### config.mk
export PLATFORM = sky130hd
export DESIGN_NAME = booth_r16_seq_ctrl
export DESIGN_NICKNAME = d
export VERILOG_FILES = /design/src/rtl/booth_r16_seq_ctrl.sv
export SDC_FILE = /design/constraint.sdc
export NUM_CORES = 1
export LEC_CHECK = 0
export CAP_MARGIN = 10
export CELL_PAD_IN_SITES_DETAIL_PLACEMENT = 0
export CELL_PAD_IN_SITES_GLOBAL_PLACEMENT = 1
export CORE_MARGIN = 4
export CORE_UTILIZATION = 42
export CTS_BUF_LIST = sky130_fd_sc_hd__clkbuf_4 sky130_fd_sc_hd__clkbuf_8
export CTS_CLUSTER_SIZE = 28
export DETAILED_ROUTE_END_ITERATION = 6
export GPL_TIMING_DRIVEN = 0
export PLACE_DENSITY_LB_ADDON = 0.1
export SYNTH_ARGS = -nofsm -noshare
export SYNTH_HDL_FRONTEND = slang
export SYNTH_SLANG_ARGS = --single-unit
### constraint.sdc
create_clock -name clk_i -period 6.45 [get_ports clk_i]
set_input_delay 0.9675 -clock clk_i [delete_from_list [all_inputs] [get_ports clk_i]]
set_output_delay 0.9675 -clock clk_i [all_outputs]
set_load 0.005 [all_outputs]
### src/rtl/booth_r16_seq_ctrl.sv
// Iterative radix-16 Booth sequencer: walks B one 4-bit group per clock through
// a single combinational encoder and accumulates the weighted partial products.
module booth_r16_seq_ctrl #(
    parameter int LENGTH         = 32,
    parameter bit UNSIGNED_BOOTH = 1'b1
) (
    input  logic                  clk_i,
    input  logic                  rst_n_i,
    input  logic                  in_valid_i,
    output logic                  in_ready_o,
    input  logic [LENGTH-1:0]     a_i,
    input  logic [LENGTH-1:0]     b_i,
    output logic [LENGTH-1:0]     pp_a_o,
    output logic [4:0]            pp_sel_o,
    input  logic [LENGTH+3:0]     pp_i,
    output logic                  out_valid_o,
    input  logic                  out_ready_i,
    output logic [2*LENGTH-1:0]   prod_o,
    output logic                  busy_o
);

    localparam int N_GRP = LENGTH / 4 + int'(UNSIGNED_BOOTH);
    localparam int BX_W  = 4 * N_GRP;
    localparam int ACC_W = 2 * LENGTH + 4;
    localparam int CNT_W = $clog2(N_GRP + 1);

    typedef enum logic [1:0] {
        IDLE,
        RUN,
        DONE
    } state_t;

    state_t              state_q, state_d;
    logic [CNT_W-1:0]    cnt_q;
    logic [ACC_W-1:0]    acc_q;
    logic [BX_W:0]       sreg_q;   // {bx, bx[-1]}; bits [4:0] are the live window
    logic [LENGTH-1:0]   a_q;

    logic [BX_W-1:0]     bx_load;
    logic [ACC_W-1:0]    pp_shift;
    logic                last_grp;

    // Extra top group in unsigned mode sees only zero-extension bits, so the
    // final digit absorbs B's MSB as a positive weight.
    always_comb begin
        if (UNSIGNED_BOOTH) bx_load = BX_W'(b_i);
        else                bx_load = BX_W'($signed(b_i));
    end

    assign pp_shift = ACC_W'($signed(pp_i)) << {cnt_q, 2'b00};
    assign last_grp = (cnt_q == CNT_W'(N_GRP - 1));

    // NOTE: every signal written here gets a default first so no latch is inferred.
    always_comb begin
        state_d = state_q;
        case (state_q)
            IDLE:    if (in_valid_i)  state_d = RUN;
            RUN:     if (last_grp)    state_d = DONE;
            DONE:    if (out_ready_i) state_d = IDLE;
            default:                  state_d = IDLE;
        endcase
    end

    // NOTE: sequential state uses non-blocking assignments only, so every
    // register samples pre-edge values regardless of statement order.
    always_ff @(posedge clk_i) begin
        if (!rst_n_i) begin
            state_q <= IDLE;
            cnt_q   <= '0;
            acc_q   <= '0;
            sreg_q  <= '0;
            a_q     <= '0;
        end else begin
            state_q <= state_d;
            case (state_q)
                IDLE: begin
                    if (in_valid_i) begin
                        a_q    <= a_i;
                        sreg_q <= {bx_load, 1'b0};
                        acc_q  <= '0;
                        cnt_q  <= '0;
                    end
                end
                RUN: begin
                    acc_q  <= acc_q + pp_shift;
                    cnt_q  <= cnt_q + CNT_W'(1);
                    // Shifting by 4 leaves the old window top bit as the new w0.
                    sreg_q <= sreg_q >> 4;
                end
                default: ;
            endcase
        end
    end

    assign in_ready_o  = (state_q == IDLE);
    assign out_valid_o = (state_q == DONE);
    assign busy_o      = (state_q == RUN) || (state_q == DONE);
    assign pp_sel_o    = (state_q == RUN) ? sreg_q[4:0] : 5'b00000;
    assign pp_a_o      = a_q;
    assign prod_o      = acc_q[2*LENGTH-1:0];

endmodule
== Word level (Yosys, flattened, before mapping) ==
Cells that the tools add are included.
Operators by class
  bitwise operators: 0
  $add $sub $neg: 2
  eq/ne operators: 6
  multiply operators: 0
  shift-type cells: 1
  reductions and logical operators: 6
  mux-type cells: 11
  order comparisons: 0
  divide/modulo/power cells: 0
Operators with widths (number)
  68-bit one-hot mux with 2 select lines: 1
  37-bit one-hot mux with 2 select lines: 1
  68-bit adder: 1
  68-bit two-way mux: 1
  68-bit by 6-bit left shift with 68-bit output: 1
  37-bit two-way mux: 1
  4-bit one-hot mux with 2 select lines: 1
  2-bit two-way mux: 3
  2-bit one-hot mux with 3 select lines: 1
  5-bit two-way mux: 1
  4-bit by 1-bit adder with 4-bit output (second input constant): 1
  4-bit equality test (second input constant): 1
  4-bit two-way mux: 1
  2-bit != test (second input constant): 2
  2-bit AND reduction: 2
  3-bit AND reduction: 1
  2-bit by 1-bit equality test with 1-bit output (second input constant): 1
  2-bit equality test (second input constant): 1
  2-bit zero test: 1
  2-bit by 1-bit != test with 1-bit output (second input constant): 1
  2-bit nonzero test: 1
  1-bit logical OR: 1
Storage, ports and cells
  input port bits: 104
  latch bits: 0
  bits in writable memories: 0
  bits in read-only memories: 0
  memories: 0
  flip-flop bits (word level): 143
  word-level logic and storage cells: 31
  output and inout bits: 104

== Logic depth before layout (Yosys ltp) ==
  depth in word-level cells: 3
  mapped depth: 20
  mapped depth without buffers: 17

== Worst setup path before layout ==
No wires, ideal clock.
  kind: reg2reg
  from: register cnt_q[1]
  to: register acc_q[61]
  data required time: 6320 ps
  cell stages (with the launch flop): 18
  setup time: 130 ps
  setup slack: 2370 ps
  clock period less this slack: 4080 ps
  arrival time: 3949 ps
  path buffers: 3
  cells stage by stage: dfxtp_1 -> buf_2 -> buf_1 -> mux2_2 -> o21ai_0 -> nor2_1 -> a21oi_1 -> nor2_1 -> ha_1 -> buf_2 -> nand2_1 -> or4_4 -> or3_1 -> o211a_1 -> o41ai_4 -> nand3_1 -> nand4_1 -> o211ai_1
On the way
  longest elaborated chain between the ends: 3
Ends and longest elaborated chain
  from (decl): RTL line 34  | logic [CNT_W-1:0] cnt_q;
  from (signal assigned): RTL line 86  | cnt_q <= cnt_q + CNT_W'(1);
  68-bit by 6-bit left shift with 68-bit output: RTL line 50  | assign pp_shift = ACC_W'($signed(pp_i)) << {cnt_q, 2'b00};
  68-bit adder: RTL line 85  | acc_q <= acc_q + pp_shift;
  68-bit one-hot mux with 2 select lines: RTL line 75  | case (state_q)
  to (signal assigned): RTL line 85
  to (decl): RTL line 35  | logic [ACC_W-1:0] acc_q;
No other way between the ends.
A chain may end at the register's enable or synchronous reset.

== Worst setup path after layout ==
  from: register cnt_q[1]
  to: register acc_q[56]
The elaborated chain is that of the path after synthesis.

==> flow_summary.json <==
{
  "tns_ps": 0,
  "synth_edf_count": 0,
  "grt_pass1_vias": 11000,
  "criticalPathCategory": "reg -> reg",
  "cts_root_buf": "clkbuf_8",
  "grt_antenna_before_repair": 0,
  "nNetsFinal": 1824,
  "end_kind": "flip-flop",
  "drive_above_1_share": 0.0595,
  "tritoncts": "built",
  "die_area_um2": 27800,
  "cts_max_level": 4,
  "via_per_inst": 5.75,
  "cts.clk_slew.worst_paths_ps": 90,
  "synth-seq-area-share": 0.256,
  "drcViolationCount": 0,
  "setup_viol": 0,
  "synth.avg_cell_area_um2": 7.42,
  "fmax_mhz": 180,
  "fin_skew_ps": 24.1,
  "hold_class": "reg -> reg",
  "antenna_cells": 0,
  "pre_cts_ws_ps": 793,
  "vias": 11400,
  "grt_pass1_wl_mm": 62.8,
  "postLayoutCellArea_um2": 13500,
  "syn2layout_area_growth_pct": 27.4,
  "drt-total-wl_mm": 40.6,
  "cp-start-kind": "flip-flop",
  "relSlewSlack": 0.271,
  "cp.arrival_ps": 5890,
  "clock_path_buffers": 2,
  "cts_buffers": 17,
  "tightestPinTransition_ps": 1090,
  "yosysUniqueCellTypes": 77,
  "dp.cells": 1956,
  "cts_sinks": 135,
  "yosys_warnings": 0,
  "p_leak_nw": 5.21,
  "io_pins": 208,
  "yosys_register_bits": 135,
  "placedInstanceArea_um2": 13100,
  "grt_overflow_total": 0,
  "dr.pass1.iters": 5,
  "status": "finished, final reports clean",
  "synth_ff_type": "dfxtp_1",
  "finalWorstSetupSlack_ps": 903,
  "grt_max_degree": 17,
  "ir_drop_mv": 0.122,
  "grt_use_total": 0.281,
  "die_w_um": 167,
  "drt-initial-drc-count": 932,
  "power_density_nw_per_um2": 232,
  "rsz0062_at_grt": "false",
  "syn_area_um2": 10600,
  "fin_cells": 1987,
  "wl_per_cell_um": 20.4,
  "post-route-min-period_ps": 5550,
  "layout.cells.most_common": "clkdlybuf4s50_1",
  "gp_congestion": 1.02,
  "required_ps": 6790,
  "synthCells": 1425,
  "power_mw": 3.13,
  "cts_hold_buf": 0,
  "hpwlAfterDp_mm": 32.2,
  "rows": 57,
  "initial_core_util": 0.431,
  "max-cap-violations": 0,
  "die_h_um": 167,
  "port_buffers": 206,
  "final_cell_mix": "clkdlybuf4s50_1 (206), nand2_1 (191), nor2_1 (167)",
  "crit_path_max_fanout": 10,
  "maxSlewViolCount": 0,
  "period_share": 0.860,
  "hold_viol_final": 0,
  "async_flop_share": 0,
  "syn-num-nets": 1598,
  "drtAntennaViolNets": 0,
  "core_um2": 24500,
  "ctsResizeCount": 0,
  "postCtsSetupRepairBufs": 0,
  "clkLatencyLatePin_ps": 460
}
==> through the flow <==
stage                     hold WS, ps   util
final                             457  0.549
after global routing              477  0.549
after CTS                         458  0.549
after detailed placement          446  0.532
after global placement            442  0.532
after floorplan                   449      -
==> final timing paths <==
| kind | start | end | slack (ps) | depth (start not counted) |
|---|---|---|---|---|
| worst max register to register | cnt_q[1] | acc_q[56] | 900 | 17 |
| worst max-delay path | cnt_q[1] | acc_q[56] | 900 | 17 |
| worst min register to register | pp_a_o[28] | pp_a_o[28] | 460 | 2 |
| worst min-delay path | pp_a_o[28] | pp_a_o[28] | 460 | 2 |
==> Yosys cell counts, types with 25 or more instances <==
cell | n | area (um^2)
o21ai_0 | 84 | 420
inv_1 | 26 | 97.6
nor2_1 | 167 | 627
a22oi_1 | 25 | 188
dfxtp_1 | 135 | 2700
clkbuf_1 | 67 | 251
ha_1 | 68 | 851
a21o_1 | 28 | 210
a211oi_1 | 50 | 375
mux2i_1 | 53 | 531
nand2_1 | 191 | 717
xnor2_1 | 36 | 315
a21oi_1 | 166 | 831
nand3_1 | 26 | 130
==> registers in the layout, indices dropped and copies added, names as in the netlist <==
signal,count
acc_q,64
sreg_q,33
pp_a_o,32
cnt_q,4
state_q,2
==> critical path, cell delays in order (launching register included) <==
cell      delay, ps
dfxtp_1         340
buf_2           190
buf_1           560
mux2_2          430
o21ai_0         420
nor2_1           70
a31oi_1         440
nor2_1          160
ha_1            300
clkbuf_1        260
nand4_1         210
or4_1           570
o211ai_1        270
a21oi_1         170
o21ai_1         620
a21oi_2         160
mux2i_1         190
nand3_1          80
==> logic make-up after synthesis <==
group | count (synthesis) | share of synthesized area
AO/OA/AOI/OAI | 483 | 0.290
XOR/XNOR | 54 | 0.0447
adder cells (fa/ha/maj) | 69 | 0.0823
buffers and inverters | 127 | 0.0498
flip-flops | 135 | 0.256
multiplexers | 77 | 0.0821
AND/OR/NAND/NOR | 480 | 0.195
==> area by class of cell <==
class | count | area [um^2]
timing repair buffer | 207 | 2070
sequential | 135 | 2700
inverter | 31 | 116
clock buffer | 17 | 234
buffer | 96 | 410
clock inverter | 14 | 188
tap | 324 | 405
fill | 2420 | 11100
multi-input combinational | 1163 | 7350
==> metal layers <==
| metal | part of all wire | global-route usage | vias up | wire [um] |
|---|---|---|---|---|
| li1 | - | - | 5607 | - |
| met3 | 0.068 | 0.0391 | 49 | 2740 |
| met4 | 0.022 | 0.0783 | 0 | 880 |
| met5 | 0 | 0 | - | 0 |
| met1 | 0.46 | 0.402 | 5382 | 18700 |
| met2 | 0.45 | 0.443 | 390 | 18200 |
==> power by group <==
part	internal [mW]	total (mW)	switching, mW	leakage, nW
Combinational	0.555	1.32	0.769	3.90
Clock	0.393	0.803	0.409	0.204
Sequential	0.932	1.00	0.0693	1.10
Total	1.88	3.13	1.25	5.21
(Power assumes the default switching activity.)
